File: config.mk
export PLATFORM = sky130hd
export DESIGN_NAME = bp_update_ctrl
export DESIGN_NICKNAME = d
export VERILOG_FILES = /design/src/rtl/bp_update_ctrl.sv
export SDC_FILE = /design/constraint.sdc
export NUM_CORES = 1
export LEC_CHECK = 0
export CELL_PAD_IN_SITES_DETAIL_PLACEMENT = 2
export CELL_PAD_IN_SITES_GLOBAL_PLACEMENT = 2
export CORE_MARGIN = 3
export CORE_UTILIZATION = 42
export DETAILED_ROUTE_END_ITERATION = 16
export GPL_ROUTABILITY_DRIVEN = 0
export GPL_TIMING_DRIVEN = 0
export PLACE_DENSITY_LB_ADDON = 0.1
export SKIP_LAST_GASP = 1
export SLEW_MARGIN = 20
export SYNTH_ARGS = -nofsm -noshare
export SYNTH_HDL_FRONTEND = slang
export SYNTH_SLANG_ARGS = --single-unit
File: constraint.sdc
create_clock -name clk -period 11.4 [get_ports clk]
set_input_delay 2.28 -clock clk [delete_from_list [all_inputs] [get_ports clk]]
set_output_delay 2.28 -clock clk [all_outputs]
set_load 0.1 [all_outputs]
File: src/rtl/bp_update_ctrl.sv
// Branch-predictor update sequencer: queues resolved EX branches, drains them
// one per cycle onto the shared BTB/BHT port, and runs the table-clear walk.
module bp_update_ctrl #(
    parameter int DEPTH = 4,
    parameter int IDX_W = 10,
    parameter int CNT_W = 32
) (
    input  logic             clk,
    input  logic             rst,
    input  logic             ex_valid,
    input  logic [31:0]      ex_pc,
    input  logic [31:0]      ex_target,
    input  logic             ex_taken,
    input  logic             ex_is_branch,
    input  logic             ex_predict_wrong,
    input  logic             clear_req,
    input  logic             cnt_clr,
    output logic             upd_valid,
    output logic [31:0]      upd_pc,
    output logic [31:0]      upd_target,
    output logic             upd_taken,
    output logic             upd_is_branch,
    output logic             upd_predict_wrong,
    output logic             clr_en,
    output logic [IDX_W-1:0] clr_idx,
    output logic             predict_en,
    output logic             busy,
    output logic             fifo_full,
    output logic [CNT_W-1:0] branch_cnt,
    output logic [CNT_W-1:0] mispredict_cnt,
    output logic [CNT_W-1:0] drop_cnt
);

    localparam int PW = $clog2(DEPTH);
    localparam int CW = PW + 1;
    localparam int EW = 67;

    typedef enum logic {RUN = 1'b0, CLEAR = 1'b1} state_t;

    state_t           r_state, w_state_nxt;
    logic [EW-1:0]    r_mem [DEPTH];
    logic [PW-1:0]    r_wptr, r_rptr;
    logic [CW-1:0]    r_count;
    logic [IDX_W-1:0] r_clr_idx;
    logic             r_upd_valid;
    logic [EW-1:0]    r_upd_entry;
    logic [CNT_W-1:0] r_branch_cnt, r_mispredict_cnt, r_drop_cnt;

    logic [EW-1:0]    w_in, w_head;
    logic             w_push, w_full, w_empty, w_pop, w_bypass, w_accept, w_write;
    logic             w_clr_en, w_predict_en;

    assign w_in    = {ex_pc, ex_target, ex_taken, ex_is_branch, ex_predict_wrong};
    assign w_head  = r_mem[r_rptr];
    assign w_push  = ex_valid & (ex_is_branch | ex_predict_wrong);
    assign w_full  = (r_count == CW'(DEPTH));
    assign w_empty = (r_count == '0);

    // A beat is launched only if the next cycle is RUN, so a clear request never
    // shows an update beat inside CLEAR and the last CLEAR cycle primes the drain.
    assign w_pop    = (w_state_nxt == RUN) & ~w_empty;
    assign w_bypass = (w_state_nxt == RUN) & w_empty & w_push;
    assign w_accept = w_push & (~w_full | w_pop);
    assign w_write  = w_accept & ~w_bypass;

    always_ff @(posedge clk or negedge rst) begin
        if (!rst) r_state <= RUN;
        else      r_state <= w_state_nxt;
    end

    always_comb begin
        w_state_nxt  = r_state;
        w_clr_en     = 1'b0;
        w_predict_en = 1'b1;
        case (r_state)
            RUN: begin
                if (clear_req) w_state_nxt = CLEAR;
            end
            CLEAR: begin
                w_clr_en     = 1'b1;
                w_predict_en = 1'b0;
                if (r_clr_idx == {IDX_W{1'b1}}) w_state_nxt = RUN;
            end
            default: w_state_nxt = RUN;
        endcase
    end

    always_ff @(posedge clk or negedge rst) begin
        if (!rst) r_clr_idx <= '0;
        else if (r_state == CLEAR) r_clr_idx <= r_clr_idx + IDX_W'(1);
        else r_clr_idx <= '0;
    end

    always_ff @(posedge clk) begin
        if (w_write) r_mem[r_wptr] <= w_in;
    end

    always_ff @(posedge clk or negedge rst) begin
        if (!rst) begin
            r_wptr  <= '0;
            r_rptr  <= '0;
            r_count <= '0;
        end else begin
            if (w_write) r_wptr <= r_wptr + PW'(1);
            if (w_pop)   r_rptr <= r_rptr + PW'(1);
            r_count <= r_count + CW'(w_write) - CW'(w_pop);
        end
    end

    always_ff @(posedge clk or negedge rst) begin
        if (!rst) begin
            r_upd_valid <= 1'b0;
            r_upd_entry <= '0;
        end else begin
            r_upd_valid <= w_pop | w_bypass;
            if (w_pop)         r_upd_entry <= w_head;
            else if (w_bypass) r_upd_entry <= w_in;
            else               r_upd_entry <= '0;
        end
    end

    always_ff @(posedge clk or negedge rst) begin
        if (!rst) begin
            r_branch_cnt     <= '0;
            r_mispredict_cnt <= '0;
            r_drop_cnt       <= '0;
        end else if (cnt_clr) begin
            r_branch_cnt     <= '0;
            r_mispredict_cnt <= '0;
            r_drop_cnt       <= '0;
        end else begin
            if (w_accept & ex_is_branch)     r_branch_cnt     <= r_branch_cnt + CNT_W'(1);
            if (w_accept & ex_predict_wrong) r_mispredict_cnt <= r_mispredict_cnt + CNT_W'(1);
            if (w_push & ~w_accept)          r_drop_cnt       <= r_drop_cnt + CNT_W'(1);
        end
    end

    assign upd_valid         = r_upd_valid;
    assign upd_pc            = r_upd_entry[66:35];
    assign upd_target        = r_upd_entry[34:3];
    assign upd_taken         = r_upd_entry[2];
    assign upd_is_branch     = r_upd_valid & r_upd_entry[1];
    assign upd_predict_wrong = r_upd_valid & r_upd_entry[0];
    assign clr_en            = w_clr_en;
    assign clr_idx           = r_clr_idx;
    assign predict_en        = w_predict_en;
    assign busy              = (r_state == CLEAR) | ~w_empty;
    assign fifo_full         = w_full;
    assign branch_cnt        = r_branch_cnt;
    assign mispredict_cnt    = r_mispredict_cnt;
    assign drop_cnt          = r_drop_cnt;

endmodule

==> impl_metrics.csv, run 1 <==
group,metric,value,unit
outcome,outcome,"completed",
power,p_comb_frac,0.175,
global_routing,grt_antenna_before_repair,4,
route,drc,0,
setup_path,r2r_slack,7490,ps
timing,period_share,0.5186,
setup_path,cp-start-kind,"flop",
clocking,cts_tree,"yes",
floorplanning,die_h,215.7,um
setup_path,r2r_start,"clr_idx[0]",
timing,holdWs,486.2,ps
flow_run,cap_violations,0,
setup_path,critical_path_class,"flop to output port",
setup_path,worst_ep_arrival_time,3630,ps
clocking,cts_resized,0,
logic_synthesis,netlist_top_cells_count,"edfxtp_1 (268), dfrtp_1 (182), nor2_1 (70)",
logic_synthesis,synthTopCellsByArea,"edfxtp_1 (44%), dfrtp_1 (25%), mux4_2 (8.2%)",
placed_design,dpl.hpwl,34970,um
logic_synthesis,syn_inst,1197,
setup_path,required,9120,ps
timing,max_slew_margin,0.2624,
setup_path,reg2reg_to,"r_count[2]",
cells_and_area,fin_nets,1585,
floorplanning,die_w,215.7,um
floorplanning,start_util,0.4270,
logic_synthesis,synth-async-reset-ratio,0.4044,
route,totalWireLength,53340,um
logic_synthesis,seq_area_frac_synth,0.6821,
clocking,clk_pin_slew,60,ps
clocking,insertion_delay,600,ps
placed_design,dpl.cell_count,2036,
cells_and_area,area_growth_syn_to_layout,26.63,%
global_routing,track_usage,0.2318,
floorplanning,core_area,0.04327,mm^2
clocking,post_cts_buffers,0,
logic_synthesis,yosysUniqueCellTypes,48,
power,switchingPower,1.199,mW
hold_path,hold_path_depth,1,
global_routing,grt_first_pass_wirelength,82870,um
route,ant_nets,0,
global_routing,grt.overflow.total,0,
setup_path,end_kind,"output port",
cells_and_area,nFillCells,3912,
logic_synthesis,avgSynthCellArea,15.43,um^2
clocking,cts_sinks,450,
hold_path,min_to,"clr_idx[0]",
power,clkPwrFrac,0.360,
timing,period_needed,5912,ps
power,intPower,3.077,mW
clocking,root_buffer,"clkbuf_16",
hold_path,hold_class,"flop to flop",
route,vias_per_cell,5.489,
floorplanning,dieArea,0.04654,mm^2
clocking,cts_made_buffers,49,
timing,finalSetupViolations,0,
timing,worst_pin_slew,1103,ps
power,leakagePower,8.487,nW
route,vias,11690,
placed_design,numPortBuffers,248,
setup_path,r2r_cells,13,
cells_and_area,multi_input_area,0.005062,mm^2
floorplanning,fp-row-count,76,
cells_and_area,layoutNonFillerInstCount,2130,
logic_synthesis,syn_nets,1280,
power,power_density,182.8,mW/mm^2
logic_synthesis,yosys.area.top_type,"edfxtp_1",
route,wl_per_cell,25.04,um
clocking,cts_hold_buf,0,
logic_synthesis,yosysMostFrequentCell,"edfxtp_1",
hold_path,min_from,"clr_idx[0]",
timing,fmax,169.1,MHz
clocking,h-tree-depth,2,
cells_and_area,ff_latch_area,0.01260,mm^2
timing,drv_slew,0,
timing,fin_skew,27.89,ps
clocking,clockBufferDepth,3,
global_routing,grt_pass1_vias,13180,
timing,rsz0062_at_grt,"no",
logic_synthesis,ys_ff_latch,450,
logic_synthesis,synthFlopType,"edfxtp_1",
route,drt_iter0_markers,853,
power,sequentialPowerShare,0.465,
power,finalPower,4.276,mW
logic_synthesis,synth_top_area_frac,0.4356,
timing,hold_viol_final,0,
logic_synthesis,synth-edff-count,268,
power,swShare,0.2803,
setup_path,cp_max_fo,10,
power,ir_drop,0.1420,mV
global_routing,grt_max_degree,82,
logic_synthesis,syn_area,0.01848,mm^2
logic_synthesis,ys_warn_count,0,
floorplanning,num_io_pins,250,
cells_and_area,drive_gt1_frac,0.1543,
route,dr.pass1.iters,5,
[per-layer routing]
metal	wire length (um)	part of all wire	track usage
met1	22130	0.41	0.3005
met2	27870	0.52	0.4068
met3	2101	0.039	0.03492
met4	1217	0.023	0.06764
met5	20	0.00037	0
[final cells by class]
cell class / instances / area share
Timing Repair Buffer: 254 / 0.1134
Sequential cell: 450 / 0.5387
Clock buffer: 72 / 0.05610
Multi-Input combinational cell: 600 / 0.2164
Inverter: 23 / 0.003690
Clock inverter: 19 / 0.008771
Buffer: 124 / 0.03139
Antenna cell: 3 / 0.0003209
Tap cell: 585 / 0.03129
[power by group through the flow]
stage / registers, mW / clock network [mW] / logic, mW
6_report: 1.99 / 1.54 / 0.747
2_1_floorplan: 2.10 / 0 / 0.398
5_1_grt: 2.00 / 1.65 / 0.806
4_1_cts: 1.99 / 1.58 / 0.766
3_5_place_dp: 2.02 / 0 / 0.758
3_3_place_gp: 2.02 / 0 / 0.711
[sequential cells by signal, indices dropped and copies added (netlist names), 2 cells and up]
signal          count
mispredict_cnt     32
r_rptr              2
drop_cnt           32
r_count             3
r_upd_entry        67
clr_idx            10
branch_cnt         32
r_wptr              2
r_mem             268
[logic make-up (layout without fill, tap and decap cells)]
| group | after synthesis | after routing | synth area share |
|---|---|---|---|
| mux | 71 | 71 | 0.08398 |
| other cells | 0 | 3 | 0 |
| buf+inv | 147 | 492 | 0.04443 |
| flops | 450 | 450 | 0.6821 |
| xor+xnor | 59 | 59 | 0.02797 |
| simple gates | 258 | 258 | 0.07456 |
| compound gates | 201 | 201 | 0.07910 |
| fa+ha+maj | 11 | 11 | 0.007856 |
[stage by stage]
stage | utilization | instance area (um^2) | setup slack [ps] | setup TNS, ps
after detailed placement | 0.5055 | 21870 | 5724 | 0
after global placement | 0.5013 | 21690 | -1069 | -189370
after floorplan | - | 18480 | 6174 | 0
final | 0.5407 | 23390 | 5488 | 0
after CTS | 0.5405 | 23390 | 5429 | 0
after global routing | 0.5407 | 23390 | 5359 | 0
[layout by cell type, fill, tap and decap left out, types with 30 or more instances in the layout]
cell type / Yosys / final
edfxtp_1: 268 / 268
clkdlybuf4s50_1: 0 / 247
dfrtp_1: 182 / 182
nor2_1: 70 / 70
mux4_2: 67 / 67
a22o_1: 67 / 67
buf_4: 65 / 65
clkbuf_1: 38 / 61
a21oi_1: 50 / 50
clkbuf_16: 0 / 49
nand3_1: 34 / 34
o21ai_0: 34 / 34
or3_1: 32 / 32
nand2_1: 31 / 31
xor2_1: 30 / 30
[critical path: stages, from the launching register on]
cell and delay (ps):
dfrtp_1 400, or3b_1 500, inv_1 110, buf_2 300, clkbuf_1 510, clkdlybuf4s50_1 1250
[how the worst max path moves through the flow]
stage,from,to,cells after the start
global route,r_count[0],fifo_full,5
global placement,rst,r_upd_entry[54],1
finish,r_count[0],fifo_full,5
CTS,r_count[0],fifo_full,5
detailed placement,clear_req,r_count[2],12
floorplan,r_state,busy,3
(Power assumes the default switching activity.)
==> run 2, diff against run 1 <==
Settings changed: CORE_UTILIZATION 42 to 36.
Clock period 11.4 ns to 5.1 ns, I/O delays scaled along.
==> run 2 against run 1 <==
Effect of this change:
- die area rose by 16%
- final cell count up 4.1%
- critical endpoint unchanged
- critical path depth stayed put
- first-iteration DRC count down 16%
- final area grew 1.2%
- non-clock buffer count grew 1
- flip-flop and latch count is the same
- global-route usage fell by 3.7 points
- wire length is 2.2% lower
==> impl_metrics.csv, run 2 (synthesis results as in run 1) <==
group,metric,value,unit
global_routing,track_usage,0.1944,
clocking,clk_pin_slew,50,ps
clocking,insertion_delay,600,ps
floorplanning,die_h,232.5,um
cells_and_area,final_common_cell,"edfxtp_1",
hold_path,hold_class,"input pin to asynchronous set/reset pin",
setup_path,cp-start-kind,"flop",
route,vias_per_cell,5.237,
route,wl_per_cell,23.51,um
setup_path,r2r_start,"clr_idx[0]",
timing,drv_slew,0,
floorplanning,fp-row-count,82,
power,power_density,412.7,mW/mm^2
route,drt_iter0_markers,715,
timing,fin_skew,41.11,ps
clocking,root_buffer,"clkbuf_16",
route,ant_nets,0,
cells_and_area,fin_nets,1587,
placed_design,dpl.hpwl,34870,um
setup_path,critPathLaunch,"r_count[0]",
flow_run,cap_violations,0,
cells_and_area,drive_gt1_frac,0.1631,
global_routing,grt.overflow.total,0,
route,totalWireLength,52150,um
timing,period_share,0.9097,
route,dr.pass1.iters,5,
route,vias,11620,
route,drc,0,
placed_design,place_ws,498.1,ps
placed_design,placed_cell_area,0.02200,mm^2
placed_design,numPortBuffers,248,
floorplanning,dieArea,0.05407,mm^2
cells_and_area,final_cell_mix,"edfxtp_1 (268), clkdlybuf4s50_1 (247), dfrtp_1 (182)",
clocking,cts_made_buffers,50,
power,ir_drop,0.3069,mV
cells_and_area,regMostFlops,"r_mem",
clocking,cts_tree,"yes",
floorplanning,core_area,0.05048,mm^2
clocking,cts_sinks,450,
clocking,post_cts_buffers,0,
clocking,cts_resized,0,
cells_and_area,largest_register_ffs,268,
setup_path,required,4080,ps
global_routing,grt_first_pass_wirelength,80380,um
placed_design,dpl.cell_count,2124,
cells_and_area,final_area,0.02368,mm^2
timing,rsz0062_at_grt,"no",
setup_path,worst_ep_arrival_time,3620,ps
setup_path,critical_path_class,"flop to output port",
power,leakagePower,8.591,nW
cells_and_area,layoutNonFillerInstCount,2218,
setup_path,cp_max_fo,10,
clocking,cts_hold_buf,0,
timing,finalSetupViolations,0,
timing,fmax,215.5,MHz
cells_and_area,nFillCells,4853,
clocking,h-tree-depth,2,
global_routing,grt_pass1_vias,12930,
floorplanning,die_w,232.5,um
setup_path,end_kind,"output port",
power,finalPower,9.771,mW
timing,worst_pin_slew,1086,ps
global_routing,grt_antenna_before_repair,7,
timing,period_needed,4639,ps
global_routing,grt_max_degree,57,
floorplanning,num_io_pins,250,
clocking,clockBufferDepth,3,
cells_and_area,area_growth_syn_to_layout,28.16,%
timing,hold_viol_final,0,
timing,max_slew_margin,0.2736,
floorplanning,start_util,0.3660,
cells_and_area,largest_registers,"r_mem: 268 flops, r_upd_entry: 67 flops",
timing,layout_setup_ws,460.6,ps
outcome,outcome,"completed",
[run 2: cell types whose count changed in the layout (fill, tap and decap cells not counted), sizes merged]
| cell | before | now |
|---|---|---|
| bufinv | 3 | 5 |
| inv | 25 | 23 |
| diode | 3 | 1 |
| clkbuf | 110 | 113 |
| clkinv | 12 | 13 |
| buf | 93 | 94 |
| clkinvlp | 2 | 0 |
[run 2: final cells by class]
| type | count | area, um^2 | share of cell area |
|---|---|---|---|
| Multi-Input combinational cell | 600 | 5062 | 0.2138 |
| Clock buffer | 75 | 1415 | 0.05977 |
| Sequential cell | 450 | 12600 | 0.5322 |
| Tap cell | 672 | 840.8 | 0.03551 |
| Inverter | 23 | 86.33 | 0.003646 |
| Clock inverter | 18 | 261.5 | 0.01104 |
| Buffer | 124 | 734.5 | 0.03102 |
| Timing Repair Buffer | 255 | 2673 | 0.1129 |
| Antenna cell | 1 | 2.502 | 0.0001057 |
[run 2: metrics by stage]
stage,TNS [ps],hold slack (ps),util
floorplan,0,495.2,-
global placement,-1424000,476.9,0.4318
detailed placement,0,492.5,0.4358
CTS,0,301.7,0.4690
global route,0,324.7,0.4690
finish,0,318.7,0.4691
[run 2: per-layer routing]
| metal | part of all wire | track usage | routed length (um) | vias to the layer above |
|---|---|---|---|---|
| li1 | - | - | - | 5169 |
| met1 | 0.42 | 0.2523 | 21980 | 6131 |
| met2 | 0.51 | 0.3388 | 26760 | 238 |
| met3 | 0.048 | 0.03697 | 2479 | 65 |
| met4 | 0.016 | 0.04407 | 858 | 12 |
| met5 | 0.0013 | 0 | 69 | - |
[run 2: final timing paths]
| kind | depth (start not counted) | endpoint | slack, ps |
|---|---|---|---|
| min in group clk | 1 | clr_idx[0] | 490 |
| max in group asynchronous | 2 | r_upd_entry[41] | 4090 |
| setup / recovery | 5 | fifo_full | 460 |
| hold reg to reg | 1 | clr_idx[0] | 490 |
| setup reg to reg | 13 | r_count[2] | 1070 |
| hold / removal | 1 | clr_idx[2] | 320 |
[run 2: critical path, stage by stage (launching register included)]
cell             delay, ps
dfrtp_1                400
or3b_1                 510
inv_1                  110
buf_2                  290
clkbuf_1               490
clkdlybuf4s50_1       1250
[run 2: power breakdown]
group | leakage, nW | total, mW | switching, mW | internal, mW
Sequential | 4.95 | 4.43 | 0.131 | 4.30
Clock | 0.817 | 3.68 | 1.50 | 2.18
Combinational | 2.82 | 1.67 | 1.04 | 0.629
==> run 3, diff against run 2 <==
Settings changed: CORE_MARGIN 3 to unset, CORE_UTILIZATION 36 to 37, CTS_BUF_LIST set to sky130_fd_sc_hd__clkbuf_4, RECOVER_POWER set to 25.
==> run 3 against run 2 <==
Effect of this change:
- the run now ends with max-capacitance violations, max-slew violations left
- clock skew fell by 3.8 ps
- clock-buffer cell count is 131 higher
- sequential share of layout area fell by 0.17 points
- flip-flop and latch count is the same
- via count grew 4.4%
- register-to-register slack about the same
- power is 1.2% lower
- hold slack better by 180 ps
- wire length is 1.5% higher
- combinational power hardly changed
- critical path depth stayed put
- largest cell class unchanged
==> impl_metrics.csv, run 3 (synthesis results as in run 1) <==
group,metric,value,unit
clocking,post_cts_buffers,0,
setup_path,cp_max_fo,10,
floorplanning,die_w,225.5,um
clocking,cts_sinks,450,
placed_design,place_ws,475.9,ps
setup_path,end_kind,"output port",
route,vias,12130,
timing,max_slew_margin,-0.2887,
route,totalWireLength,52910,um
clocking,cts_tree,"yes",
cells_and_area,finalCoreUtilization,0.4843,
setup_path,critical_path_class,"flop to output port",
setup_path,critical_path.top_delay_family,"buffers and inverters",
cells_and_area,area_growth_syn_to_layout,28.58,%
cells_and_area,regMostFlops,"r_mem",
power,leakagePower,8.818,nW
timing,worst_pin_slew,1933,ps
setup_path,slowest_delay,920,ps
global_routing,grt_pass1_vias,13780,
setup_path,required,4080,ps
floorplanning,core_area,0.04905,mm^2
setup_path,cp-start-kind,"flop",
setup_path,worst_path_max_delay_cell,"dlygate4sd2_1",
placed_design,dpl.hpwl,34650,um
clocking,cts_made_buffers,131,
timing,rsz0062_at_grt,"no",
route,dr.pass1.iters,4,
timing,period_share,0.9325,
global_routing,grt_first_pass_wirelength,81780,um
clocking,root_buffer,"clkbuf_4",
setup_path,path_cells,"or3b_1 -> inv_1 -> buf_2 -> clkbuf_1 -> dlygate4sd2_1",
timing,hold_viol_final,0,
floorplanning,num_io_pins,250,
route,drt_iter0_markers,609,
clocking,insertion_delay,940,ps
route,ant_nets,0,
floorplanning,dieArea,0.05083,mm^2
global_routing,grt_max_degree,83,
hold_path,min_to,"clr_idx[0]",
outcome,violations,"max-capacitance violations, max-slew violations",
setup_path,r2r_slack,1070,ps
cells_and_area,nFillCells,4714,
cells_and_area,fin_nets,1671,
clocking,clk_pin_slew,70,ps
clocking,clockBufferDepth,3,
timing,period_needed,4756,ps
setup_path,r2r_start,"clr_idx[0]",
hold_path,hold_path_depth,1,
route,vias_per_cell,5.146,
cells_and_area,largest_register_ffs,268,
cells_and_area,layoutNonFillerInstCount,2357,
floorplanning,die_h,225.5,um
setup_path,crit_buf_inv,4,
cells_and_area,final_common_cell,"edfxtp_1",
floorplanning,start_util,0.3766,
placed_design,numPortBuffers,248,
global_routing,grt_antenna_before_repair,14,
route,wl_per_cell,22.45,um
placed_design,dpl.cell_count,2118,
outcome,outcome,"finished, violations left",
hold_path,min_from,"clr_idx[0]",
setup_path,r2r_cells,13,
cells_and_area,largest_registers,"r_mem: 268 flops, r_upd_entry: 67 flops",
timing,finalSetupViolations,0,
timing,holdWs,496.2,ps
clocking,h-tree-depth,4,
timing,fin_skew,37.27,ps
cells_and_area,drive_gt1_frac,0.2368,
timing,layout_setup_ws,344.3,ps
floorplanning,fp-row-count,81,
route,drc,0,
power,power_density,406.4,mW/mm^2
cells_and_area,final_cell_mix,"edfxtp_1 (268), clkbuf_4 (206), dfrtp_1 (182), clkdlybuf4s50_1 (182), nor2_1 (70)",
hold_path,hold_class,"flop to flop",
setup_path,reg2reg_to,"r_count[2]",
flow_run,cap_violations,1,
global_routing,track_usage,0.2170,
global_routing,grt.overflow.total,0,
setup_path,worst_ep_arrival_time,3740,ps
timing,drv_slew,27,
power,ir_drop,0.2280,mV
timing,fmax,210.3,MHz
run 3: cell count changes in the layout (fill, tap and decap cells not counted), moves of 13 or more:
cell             before  now
clkbuf_4              0  206
clkdlybuf4s50_1     247  182
clkbuf_16            50    0
clkbuf_1             56   39
clkinv_1              3   16
dlygate4sd3_1         0   65
run 3: worst max path at each step:
stage	cells past startpoint	startpoint	slack (ps)	endpoint
after floorplan	7	clr_idx[0]	650	r_mem[0][0]
after global placement	1	rst	-6180	r_upd_entry[48]
after detailed placement	12	clear_req	480	r_count[2]
after CTS	5	r_count[0]	210	fifo_full
after global routing	5	r_count[0]	180	fifo_full
final	5	r_count[0]	340	fifo_full
run 3: timing repair:
action,in CTS,in global routing
gates resized for setup,1,0
hold buffers,1,0
setup endpoints to repair,1,0
endpoints found under the hold margin,26,0
run 3: power breakdown:
group | internal, mW | total (mW) | switching, mW
clock network | 1.94 | 3.55 | 1.61
registers | 4.29 | 4.43 | 0.137
logic | 0.630 | 1.68 | 1.05
total | 6.86 | 9.65 | 2.80
run 3: cell type report:
| cell class | instances | area [um^2] | share of cell area |
|---|---|---|---|
| sequential | 450 | 12600 | 0.5305 |
| multi-input combinational | 600 | 5067 | 0.2133 |
| timing repair buffer | 258 | 2688 | 0.1131 |
| clock buffer | 206 | 1546 | 0.06510 |
| tap | 664 | 830.8 | 0.03497 |
| buffer | 124 | 734.5 | 0.03092 |
| clock inverter | 28 | 190.2 | 0.008006 |
| inverter | 23 | 86.33 | 0.003634 |
| antenna | 4 | 10.01 | 0.0004214 |
run 3: per-stage QoR:
stage	cell area [um^2]	setup TNS, ps	power (mW)
final	23760	0	9.654
after global routing	23760	0	10.13
after CTS	23760	0	9.860
after detailed placement	22010	0	6.233
after global placement	21790	-1409390	6.130
after floorplan	18480	0	5.593
run 3: layer usage:
| metal | up-vias | part of all wire | GRT usage |
|---|---|---|---|
| met5 | - | 0.0019 | 0 |
| met4 | 16 | 0.023 | 0.09304 |
| met3 | 104 | 0.048 | 0.05463 |
| met2 | 292 | 0.51 | 0.3652 |
| met1 | 6302 | 0.42 | 0.2644 |
| li1 | 5414 | - | - |
